==> src/rtl/decoder_pkg.sv <==
// Shared definitions for the fetch/execute pair: datapath width, FSM state
// encoding and the opcode map.
package decoder_pkg;

  // Accumulator / operand width, also used by the fetch state machine.
  localparam int BYTE_WIDTH = 8;

  // Execution-stage states.
  typedef enum logic [1:0] {
    IDLE   = 2'd0,
    DECODE = 2'd1,
    EXEC   = 2'd2,
    DONE   = 2'd3
  } state_t;

  // Opcode map (high byte of the instruction word).
  localparam logic [7:0] OP_NOP = 8'h00;
  localparam logic [7:0] OP_LD  = 8'h01;
  localparam logic [7:0] OP_ADD = 8'h02;
  localparam logic [7:0] OP_SUB = 8'h03;
  localparam logic [7:0] OP_AND = 8'h04;
  localparam logic [7:0] OP_OR  = 8'h05;
  localparam logic [7:0] OP_XOR = 8'h06;
  localparam logic [7:0] OP_SHL = 8'h07;
  localparam logic [7:0] OP_SHR = 8'h08;
  localparam logic [7:0] OP_OUT = 8'h09;
  localparam logic [7:0] OP_MUL = 8'h0A;

  // Opcodes are dense from NOP to MUL; anything above is illegal.
  function automatic logic is_legal(input logic [7:0] opcode);
    return opcode <= OP_MUL;
  endfunction

endpackage

==> src/rtl/shift_add_mul.sv <==
// Iterative unsigned BYTE x BYTE multiplier. The go edge performs the first
// shift-add step while loading the operands, so MUL_CYCLES steps finish
// MUL_CYCLES-1 edges after go; done is high for the cycle that follows the
// last step.
module shift_add_mul
  import decoder_pkg::*;
#(
  parameter int BYTE       = BYTE_WIDTH,
  parameter int MUL_CYCLES = BYTE
) (
  input  logic              clk,
  input  logic              reset,
  input  logic              go,
  input  logic [BYTE-1:0]   a,
  input  logic [BYTE-1:0]   b,
  output logic              busy,
  output logic              done,
  output logic [2*BYTE-1:0] product
);

  localparam int CW = $clog2(MUL_CYCLES + 1);

  logic [2*BYTE-1:0] mcand_reg;
  logic [BYTE-1:0]   mplier_reg;
  logic [2*BYTE-1:0] product_reg;
  logic [CW-1:0]     count_reg;
  logic              busy_reg;
  logic              done_reg;

  // Load-and-first-step on go, then one shift-add step per cycle while busy.
  always_ff @(posedge clk) begin
    if (!reset) begin
      mcand_reg   <= '0;
      mplier_reg  <= '0;
      product_reg <= '0;
      count_reg   <= '0;
      busy_reg    <= 1'b0;
      done_reg    <= 1'b0;
    end else begin
      done_reg <= 1'b0;
      if (go && !busy_reg) begin
        product_reg <= b[0] ? {{BYTE{1'b0}}, a} : '0;
        mcand_reg   <= {{BYTE{1'b0}}, a} << 1;
        mplier_reg  <= b >> 1;
        count_reg   <= CW'(1);
        busy_reg    <= (MUL_CYCLES > 1);
        done_reg    <= (MUL_CYCLES == 1);
      end else if (busy_reg) begin
        if (mplier_reg[0]) begin
          product_reg <= product_reg + mcand_reg;
        end
        mcand_reg  <= mcand_reg << 1;
        mplier_reg <= mplier_reg >> 1;
        count_reg  <= count_reg + CW'(1);
        if (count_reg == CW'(MUL_CYCLES - 1)) begin
          busy_reg <= 1'b0;
          done_reg <= 1'b1;
        end
      end
    end
  end

  assign busy    = busy_reg;
  assign done    = done_reg;
  assign product = product_reg;

endmodule

==> src/rtl/instr_decoder.sv <==
// Execution stage behind the instruction fetch FSM: accepts one instruction
// per start/ready handshake and executes it against an accumulator with
// zero/carry flags. MUL runs on the iterative shift_add_mul unit.
module instr_decoder
  import decoder_pkg::*;
#(
  parameter int BYTE       = BYTE_WIDTH,
  parameter int WIDTH_IN   = 2 * BYTE,
  parameter int MUL_CYCLES = BYTE
) (
  input  logic                clk,
  input  logic                reset,
  input  logic                start,
  input  logic [WIDTH_IN-1:0] data_in,
  output logic                ready,
  output logic [BYTE-1:0]     acc,
  output logic                zero,
  output logic                carry,
  output logic                out_valid,
  output logic [BYTE-1:0]     out_data,
  output logic                illegal
);

  localparam int SHW = $clog2(BYTE);

  state_t              state_reg, state_next;
  logic [WIDTH_IN-1:0] instr_reg, instr_next;
  logic [BYTE-1:0]     opcode_reg, opcode_next;
  logic [BYTE-1:0]     acc_reg, acc_next;
  logic                zero_reg, zero_next;
  logic                carry_reg, carry_next;
  logic                out_valid_reg, out_valid_next;
  logic [BYTE-1:0]     out_data_reg, out_data_next;
  logic                illegal_reg, illegal_next;

  logic [BYTE-1:0]     opcode_field;
  logic [BYTE-1:0]     operand;
  logic [SHW-1:0]      shamt;
  logic [BYTE:0]       add_wide;
  logic [BYTE:0]       sub_wide;
  logic [2*BYTE-1:0]   shl_wide;
  logic [2*BYTE-1:0]   shr_wide;

  logic                mul_go;
  logic                mul_busy;
  logic                mul_done;
  logic [2*BYTE-1:0]   mul_product;

  assign opcode_field = instr_reg[WIDTH_IN-1:BYTE];
  assign operand      = instr_reg[BYTE-1:0];
  assign shamt        = operand[SHW-1:0];

  // Bit BYTE of the widened sum/difference is the carry/borrow.
  assign add_wide = {1'b0, acc_reg} + {1'b0, operand};
  assign sub_wide = {1'b0, acc_reg} - {1'b0, operand};
  // Widened shifts: the bit adjacent to the result byte is the last bit
  // shifted out, and is 0 for a zero shift amount.
  assign shl_wide = {{BYTE{1'b0}}, acc_reg} << shamt;
  assign shr_wide = {acc_reg, {BYTE{1'b0}}} >> shamt;

  shift_add_mul #(
    .BYTE       (BYTE),
    .MUL_CYCLES (MUL_CYCLES)
  ) u_mul (
    .clk     (clk),
    .reset   (reset),
    .go      (mul_go),
    .a       (acc_reg),
    .b       (operand),
    .busy    (mul_busy),
    .done    (mul_done),
    .product (mul_product)
  );

  // Next-state, datapath and flag updates for the handshake FSM.
  always_comb begin
    state_next     = state_reg;
    instr_next     = instr_reg;
    opcode_next    = opcode_reg;
    acc_next       = acc_reg;
    zero_next      = zero_reg;
    carry_next     = carry_reg;
    out_valid_next = 1'b0;
    out_data_next  = out_data_reg;
    illegal_next   = illegal_reg;
    mul_go         = 1'b0;

    case (state_reg)
      IDLE: begin
        if (start) begin
          instr_next = data_in;
          state_next = DECODE;
        end
      end

      DECODE: begin
        opcode_next = opcode_field;
        if (!is_legal(opcode_field)) begin
          illegal_next = 1'b1;
        end
        // Multiplier loads on the same edge the opcode is registered.
        mul_go     = (opcode_field == OP_MUL) && !mul_busy;
        state_next = EXEC;
      end

      EXEC: begin
        state_next = DONE;
        case (opcode_reg)
          OP_LD: begin
            acc_next  = operand;
            zero_next = (operand == '0);
          end
          OP_ADD: begin
            acc_next   = add_wide[BYTE-1:0];
            carry_next = add_wide[BYTE];
            zero_next  = (add_wide[BYTE-1:0] == '0);
          end
          OP_SUB: begin
            acc_next   = sub_wide[BYTE-1:0];
            carry_next = sub_wide[BYTE];
            zero_next  = (sub_wide[BYTE-1:0] == '0);
          end
          OP_AND: begin
            acc_next   = acc_reg & operand;
            carry_next = 1'b0;
            zero_next  = ((acc_reg & operand) == '0);
          end
          OP_OR: begin
            acc_next   = acc_reg | operand;
            carry_next = 1'b0;
            zero_next  = ((acc_reg | operand) == '0);
          end
          OP_XOR: begin
            acc_next   = acc_reg ^ operand;
            carry_next = 1'b0;
            zero_next  = ((acc_reg ^ operand) == '0);
          end
          OP_SHL: begin
            acc_next   = shl_wide[BYTE-1:0];
            carry_next = shl_wide[BYTE];
            zero_next  = (shl_wide[BYTE-1:0] == '0);
          end
          OP_SHR: begin
            acc_next   = shr_wide[2*BYTE-1:BYTE];
            carry_next = shr_wide[BYTE-1];
            zero_next  = (shr_wide[2*BYTE-1:BYTE] == '0);
          end
          OP_OUT: begin
            out_valid_next = 1'b1;
            out_data_next  = acc_reg;
          end
          OP_MUL: begin
            if (mul_done) begin
              acc_next   = mul_product[BYTE-1:0];
              carry_next = (mul_product[2*BYTE-1:BYTE] != '0);
              zero_next  = (mul_product[BYTE-1:0] == '0);
            end else begin
              state_next = EXEC;
            end
          end
          default: begin
            // NOP and illegal opcodes leave acc and flags untouched.
          end
        endcase
      end

      DONE: begin
        state_next = IDLE;
      end

      default: begin
        state_next = IDLE;
      end
    endcase
  end

  // State and datapath registers; reset aborts any instruction in flight.
  always_ff @(posedge clk) begin
    if (!reset) begin
      state_reg     <= IDLE;
      instr_reg     <= '0;
      opcode_reg    <= '0;
      acc_reg       <= '0;
      zero_reg      <= 1'b1;
      carry_reg     <= 1'b0;
      out_valid_reg <= 1'b0;
      out_data_reg  <= '0;
      illegal_reg   <= 1'b0;
    end else begin
      state_reg     <= state_next;
      instr_reg     <= instr_next;
      opcode_reg    <= opcode_next;
      acc_reg       <= acc_next;
      zero_reg      <= zero_next;
      carry_reg     <= carry_next;
      out_valid_reg <= out_valid_next;
      out_data_reg  <= out_data_next;
      illegal_reg   <= illegal_next;
    end
  end

  assign ready     = (state_reg == IDLE);
  assign acc       = acc_reg;
  assign zero      = zero_reg;
  assign carry     = carry_reg;
  assign out_valid = out_valid_reg;
  assign out_data  = out_data_reg;
  assign illegal   = illegal_reg;

endmodule
==> config.mk <==
export PLATFORM = sky130hd
export DESIGN_NAME = instr_decoder
export DESIGN_NICKNAME = d
export VERILOG_FILES = /design/src/rtl/decoder_pkg.sv /design/src/rtl/shift_add_mul.sv /design/src/rtl/instr_decoder.sv
export SDC_FILE = /design/constraint.sdc
export NUM_CORES = 1
export LEC_CHECK = 0
export BUFFER_PORTS_ARGS = -buffer_cell sky130_fd_sc_hd__buf_2
export CAP_MARGIN = 15
export CORE_MARGIN = 2
export CORE_UTILIZATION = 53
export DETAILED_ROUTE_END_ITERATION = 10
export PLACE_DENSITY = 0.7
export REMOVE_ABC_BUFFERS = 1
export SLEW_MARGIN = 25
export SYNTH_ARGS = -nofsm -noshare
export SYNTH_HDL_FRONTEND = slang
export SYNTH_SLANG_ARGS = --single-unit
==> constraint.sdc <==
create_clock -name clk -period 3.2 [get_ports clk]
set_input_delay 0.64 -clock clk [delete_from_list [all_inputs] [get_ports clk]]
set_output_delay 0.64 -clock clk [all_outputs]
set_load 0.02 [all_outputs]
==> flow_summary_export.csv, run 1 <==
group,metric,value,unit
die,die_area,13000,sq um
sta,hold_viol,0,
sta,max_clock_freq,366,MHz
sta,post-route-period-util,85.5,%
die,core_area,11900,sq um
logic_synthesis,synth_xor_area_share,2.99,%
route,drcViolationCount,0,
die,initial_core_util,54.1,%
layout,nFillCells,1094,
pwr,p_leak,2.86,nW
logic_synthesis,synth_warnings,0,
layout,final_common_cell,"nor2_1",
logic_synthesis,synth_edf_count,0,
layout,layout_common_cells,"94 x nor2_1, 90 x dfxtp_1, 79 x nand2_1, 71 x a21oi_1, 61 x mux2i_1",
route,drt_iter0_markers,700,
logic_synthesis,synth_simple_gate_area_share,21.0,%
min_path,hold_end,"instr_reg[12]$_SDFFE_PN0P_",
clock_network,numCtsBuffers,9,
logic_synthesis,synth.mux.area_fraction,12.5,%
sta,finalSetupTns,0,ns
clock_network,cts_setup_buffers,0,
logic_synthesis,synth_compound_gate_area_share,21.0,%
global_routing,grt_use_total,32.8,%
worst_setup_path,critPathRequiredTime,3.41,ns
logic_synthesis,synth_flop_cell,"dfxtp_1",
pwr,max-vdd-ir-drop,409,uV
sta,report.final.slew_viol_count,0,
layout,syn_to_final_growth,11.1,%
logic_synthesis,yosysUniqueCellTypes,69,
logic_synthesis,async_flop_share,0,%
die,fp.dieW,114,um
route,viasPerCell,6.47,
clock_network,cts_hold_buf,0,
die,die_h,114,um
worst_setup_path,worstSetupPathType,"reg -> reg",
global_routing,grt_max_degree,41,
clock_network,root_buffer,"clkbuf_16",
clock_network,clk_pin_slew,0.07,ns
route,detail-route-antenna-nets,0,
clock_network,tritoncts,"yes",
logic_synthesis,syn_inst,808,
min_path,worst_hold_path_type,"reg -> reg",
worst_setup_path,worstReg2RegStart,"acc[0]$_SDFFE_PN0P_",
logic_synthesis,synth_area_per_cell,7.97,sq um
worst_setup_path,end_kind,"register",
logic_synthesis,synth_top_family_by_area,"compound AO/OA/AOI/OAI gates",
route,wl_per_cell,21.3,um
worst_setup_path,r2r_slack,0.47,ns
layout,final_area,7160,sq um
route,drt_wl_total,21100,um
place,place_area,6870,sq um
worst_setup_path,critPathMaxFanout,10,
clock_network,clockBufferDepth,2,
min_path,hold_start,"instr_reg[12]$_SDFFE_PN0P_",
global_routing,grt_pass1_vias,5989,
worst_setup_path,regToRegEndpoint,"acc[6]$_SDFFE_PN0P_",
layout,drive_above_1_share,14.1,%
logic_synthesis,synthAdderAreaFrac,9.29,%
place,hpwl,15600,um
sta,setup_viol,0,
place,gp_congestion,0.983,
route,dr.pass1.iters,6,
min_path,min_path_cells,2,
clock_network,clk_latency,0.36,ns
sta,rsz0062_at_grt,"no",
sta,slew_headroom,47.7,%
worst_setup_path,start_kind,"register",
place,io_buffers,39,
logic_synthesis,synth_area,6440,sq um
run,drv_cap,0,
global_routing,antenna_found_initial,0,
layout,diodes,0,
global_routing,overflow,0,
layout,finalNetCount,904,
global_routing,grt_pass1_wl,32900,um
worst_setup_path,r2r_cells,9,
outcome,status,"completed",
clock_network,cts.sinks,90,
clock_network,h-tree-depth,3,
sta,min_period,2.74,ns
die,pin_count,40,
route,vias,6412,
die,std_cell_rows,40,
logic_synthesis,synth.ff_latch_count,90,
sta,tightest_slew,0.783,ns
logic_synthesis,yosysSeqAreaShare,28.0,%
worst_setup_path,crit_arrival,2.95,ns
pwr,p_per_area,493,nW/um^2
clock_network,ctsResizeCount,0,
sta,skew,0.0118,ns
-- worst max-delay path by stage --
| stage | startpoint | endpoint | slack, ns | cells after the start |
|---|---|---|---|---|
| 2_1_floorplan | instr_reg[1]$_SDFFE_PN0P_ | acc[7]$_SDFFE_PN0P_ | 0.0007 | 9 |
| 3_3_place_gp | acc[0]$_SDFFE_PN0P_ | acc[6]$_SDFFE_PN0P_ | 0.55 | 9 |
| 3_5_place_dp | acc[0]$_SDFFE_PN0P_ | acc[6]$_SDFFE_PN0P_ | 0.55 | 9 |
| 4_1_cts | acc[0]$_SDFFE_PN0P_ | acc[6]$_SDFFE_PN0P_ | 0.52 | 9 |
| 5_1_grt | acc[0]$_SDFFE_PN0P_ | acc[6]$_SDFFE_PN0P_ | 0.26 | 9 |
| 6_report | acc[0]$_SDFFE_PN0P_ | acc[6]$_SDFFE_PN0P_ | 0.47 | 9 |
-- synthesized netlist by cell type (13+ instances only) --
library cell	number	area, sq um
nor4_1	15	93.8
o21ai_0	29	145
nor3_1	16	80.1
a31oi_1	13	81.3
xnor2_1	14	123
clkbuf_1	43	161
inv_1	30	113
ha_1	43	538
nand3_1	16	80.1
mux2i_1	61	611
nand2_1	79	297
dfxtp_1	90	1800
nor2_1	94	353
a21oi_1	71	355
-- worst max-delay path, stage by stage (launching register included) --
cell and delay [ns]:
dfxtp_1 0.44, ha_1 0.39, fa_1 0.50, a211oi_1 0.41
o21bai_1 0.14, a21oi_1 0.24, o21ai_0 0.11, a21o_1 0.15
o21ai_0 0.09, a31oi_1 0.12
-- stage by stage --
step | std cells | total power (W) | utilization (%) | worst slack, ns | hold slack, ns
global placement | 975 | 0.00247 | 57.7 | 0.550 | 0.455
global route | 991 | 0.00370 | 60.1 | 0.263 | 0.505
finish | 991 | 0.00353 | 60.1 | 0.465 | 0.477
floorplan | 753 | 0.00207 | - | 0.000711 | 0.445
CTS | 991 | 0.00351 | 60.1 | 0.524 | 0.480
detailed placement | 975 | 0.00247 | 57.7 | 0.553 | 0.468
-- layer usage --
layer | up-vias | track usage, % | wire length, um
met3 | 56 | 6.14 | 1610
met4 | 0 | 13.0 | 698
met5 | - | 0 | 0
met1 | 3044 | 44.4 | 9380
li1 | 2998 | - | -
met2 | 314 | 51.8 | 9440
-- power by group --
group / total (W) / switching, W / internal [W]
clock: 0.00105 / 0.000493 / 0.000558
combinational: 0.00121 / 0.000757 / 0.000451
sequential: 0.00127 / 0.0000792 / 0.00119
-- final cells by class --
type	instances	area, sq um	area share, %
inverter	32	120	1.68
clock inverter	6	48.8	0.682
timing repair buffer	75	465	6.50
sequential	90	1800	25.2
tap	147	184	2.57
clock buffer	10	239	3.34
multi-input combinational	631	4300	60.0
-- cells by family (layout without fill, tap and decap cells) --
group	Yosys count	after routing
and+or+nand+nor	280	280
buffers and inverters	87	123
adders and majority gates	46	46
DFF	90	90
AOI/OAI and AO/OA	209	209
xor gates and xnor gates	22	22
muxes	74	74
Note: power is estimated with default switching activity, not from simulation.
==> run 2, diff against run 1 <==
==> constraint.sdc (replaced) <==
create_clock -name clk -period 3.1 [get_ports clk]
set_input_delay 0.62 -clock clk [delete_from_list [all_inputs] [get_ports clk]]
set_output_delay 0.62 -clock clk [all_outputs]
set_load 0.02 [all_outputs]
==> run 2 against run 1 <==
  * First-iteration DRC count decreased by 22%
  * Clock power increased by 9.5%
  * Largest cell class unchanged
  * Sequential power increased by 4%
  * Clock-buffer cell count increased by 3
  * Clock skew decreased by 0.0060 ns
  * Critical path depth unchanged
  * Total power increased by 5.5%
  * Via count decreased by 0.53%
  * Core utilization increased by 0.22 points
  * Cell area increased by 0.37%
==> flow_summary_export.csv, run 2 (same netlist as run 1, synthesis figures left out) <==
group,metric,value,unit
die,pin_count,40,
global_routing,grt_use_total,33.3,%
clock_network,tritoncts,"yes",
pwr,p_leak,2.87,nW
route,wl_per_cell,21.4,um
worst_setup_path,r2r_slack,0.45,ns
die,fp.dieW,114,um
worst_setup_path,end_kind,"register",
layout,finalNetCount,905,
pwr,max-vdd-ir-drop,567,uV
min_path,worst_hold_path_type,"reg -> reg",
sta,post-route-period-util,85.4,%
min_path,min_path_cells,2,
worst_setup_path,start_kind,"register",
global_routing,grt_max_degree,40,
worst_setup_path,critPathRequiredTime,3.32,ns
worst_setup_path,critPathMaxFanout,10,
sta,setup_viol,0,
layout,final_cells,992,
layout,drive_above_1_share,14.0,%
clock_network,cts_hold_buf,0,
place,dp_cells,976,
run,drv_cap,0,
route,viasPerCell,6.43,
route,dr.pass1.iters,6,
worst_setup_path,path_cells,"inv_1 -> ha_1 -> fa_1 -> o21bai_1 -> a21oi_1 -> o21bai_1 -> a21oi_1 -> o31ai_1 -> a31oi_1",
clock_network,cts.sinks,90,
sta,tightest_slew,0.834,ns
die,die_h,114,um
layout,syn_to_final_growth,11.5,%
clock_network,clockBufferDepth,2,
sta,max_clock_freq,378,MHz
worst_setup_path,critPathMaxStageDelay,0.57,ns
worst_setup_path,cp_slowest_cell,"dfxtp_1",
clock_network,numCtsBuffers,9,
clock_network,cts_setup_buffers,0,
layout,diodes,0,
sta,rsz0062_at_grt,"no",
sta,skew,0.00585,ns
die,std_cell_rows,40,
clock_network,ctsResizeCount,0,
pwr,p_per_area,518,nW/um^2
die,initial_core_util,54.1,%
global_routing,grt_pass1_vias,6165,
route,drt_wl_total,21200,um
sta,hold_viol,0,
global_routing,grt_pass1_wl,33800,um
layout,final_common_cell,"nor2_1",
worst_setup_path,crit_family,"compound AO/OA/AOI/OAI gates",
min_path,hold_start,"instr_reg[14]$_SDFFE_PN0P_",
route,detail-route-antenna-nets,0,
global_routing,antenna_found_initial,0,
sta,report.final.slew_viol_count,0,
route,drt_iter0_markers,546,
min_path,hold_end,"instr_reg[14]$_SDFFE_PN0P_",
clock_network,root_buffer,"clkbuf_16",
place,io_buffers,39,
route,vias,6378,
layout,layout_common_cells,"94 x nor2_1, 90 x dfxtp_1, 79 x nand2_1, 71 x a21oi_1, 61 x mux2i_1",
die,die_area,13000,sq um
place,hpwl,15700,um
sta,min_period,2.65,ns
worst_setup_path,critPathBufInv,1,
clock_network,clk_latency,0.35,ns
global_routing,overflow,0,
sta,slew_headroom,44.0,%
worst_setup_path,r2r_cells,9,
place,gp_congestion,1.00,
route,drcViolationCount,0,
worst_setup_path,worstReg2RegStart,"acc[0]$_SDFFE_PN0P_",
sta,finalSetupTns,0,ns
clock_network,clk_pin_slew,0.07,ns
worst_setup_path,worstSetupPathType,"reg -> reg",
worst_setup_path,regToRegEndpoint,"carry$_SDFFE_PN0P_",
die,core_area,11900,sq um
outcome,status,"completed",
worst_setup_path,crit_arrival,2.87,ns
clock_network,h-tree-depth,3,
==> run 2: cell count changes in the layout (fill, tap and decap cells not counted), sizes merged <==
cell,change
bufinv,+1
clkinv,-1
clkbuf,+3
clkinvlp,-1
inv,-2
buf,+1
==> run 2: power breakdown <==
group / switching, W / leakage (nW) / internal, W
combinational: 0.000786 / 2.00 / 0.000469
sequential: 0.0000869 / 0.728 / 0.00123
clock: 0.000480 / 0.146 / 0.000673
==> run 2: worst reg2reg max path: stages, from the launching register on <==
cell	delay (ns)
dfxtp_1	0.57
inv_1	0.15
ha_1	0.26
fa_1	0.48
o21bai_1	0.19
a21oi_1	0.11
o21bai_1	0.16
a21oi_1	0.17
o31ai_1	0.29
a31oi_1	0.13
==> run 2: worst max-delay path by stage <==
stage	from	end	slack, ns	depth (start not counted)
6_report	acc[0]$_SDFFE_PN0P_	carry$_SDFFE_PN0P_	0.45	9
4_1_cts	instr_reg[3]$_SDFFE_PN0P_	acc[7]$_SDFFE_PN0P_	0.46	10
3_3_place_gp	acc[0]$_SDFFE_PN0P_	acc[6]$_SDFFE_PN0P_	0.48	10
5_1_grt	instr_reg[4]$_SDFFE_PN0P_	acc[7]$_SDFFE_PN0P_	0.18	10
2_1_floorplan	instr_reg[1]$_SDFFE_PN0P_	acc[7]$_SDFFE_PN0P_	-0.1	9
3_5_place_dp	instr_reg[3]$_SDFFE_PN0P_	acc[7]$_SDFFE_PN0P_	0.49	10
==> run 2: through the flow <==
stage / utilization, % / worst slack (ns) / power [W] / instance area (sq um) / hold WS, ns
2_1_floorplan: - / -0.0993 / 0.00213 / 6220 / 0.445
3_3_place_gp: 57.7 / 0.479 / 0.00256 / 6880 / 0.455
5_1_grt: 60.3 / 0.179 / 0.00390 / 7180 / 0.500
3_5_place_dp: 57.7 / 0.487 / 0.00256 / 6880 / 0.466
4_1_cts: 60.3 / 0.462 / 0.00371 / 7180 / 0.479
6_report: 60.3 / 0.454 / 0.00372 / 7180 / 0.477
==> run 2: final cells by class <==
class,count,area [sq um]
clock inverter,3,46.3
tap,147,184
multi-input combinational,631,4300
timing repair buffer,76,473
sequential,90,1800
inverter,32,120
clock buffer,13,260
fill,1100,4730
==> run 2: metal layers <==
layer	track usage, %	share of wire [%]	vias to the layer above
li1	-	-	2997
met2	52.6	45	279
met1	45.4	44	3046
met4	13.6	3.2	0
met5	0	0	-
met3	5.24	7.6	56
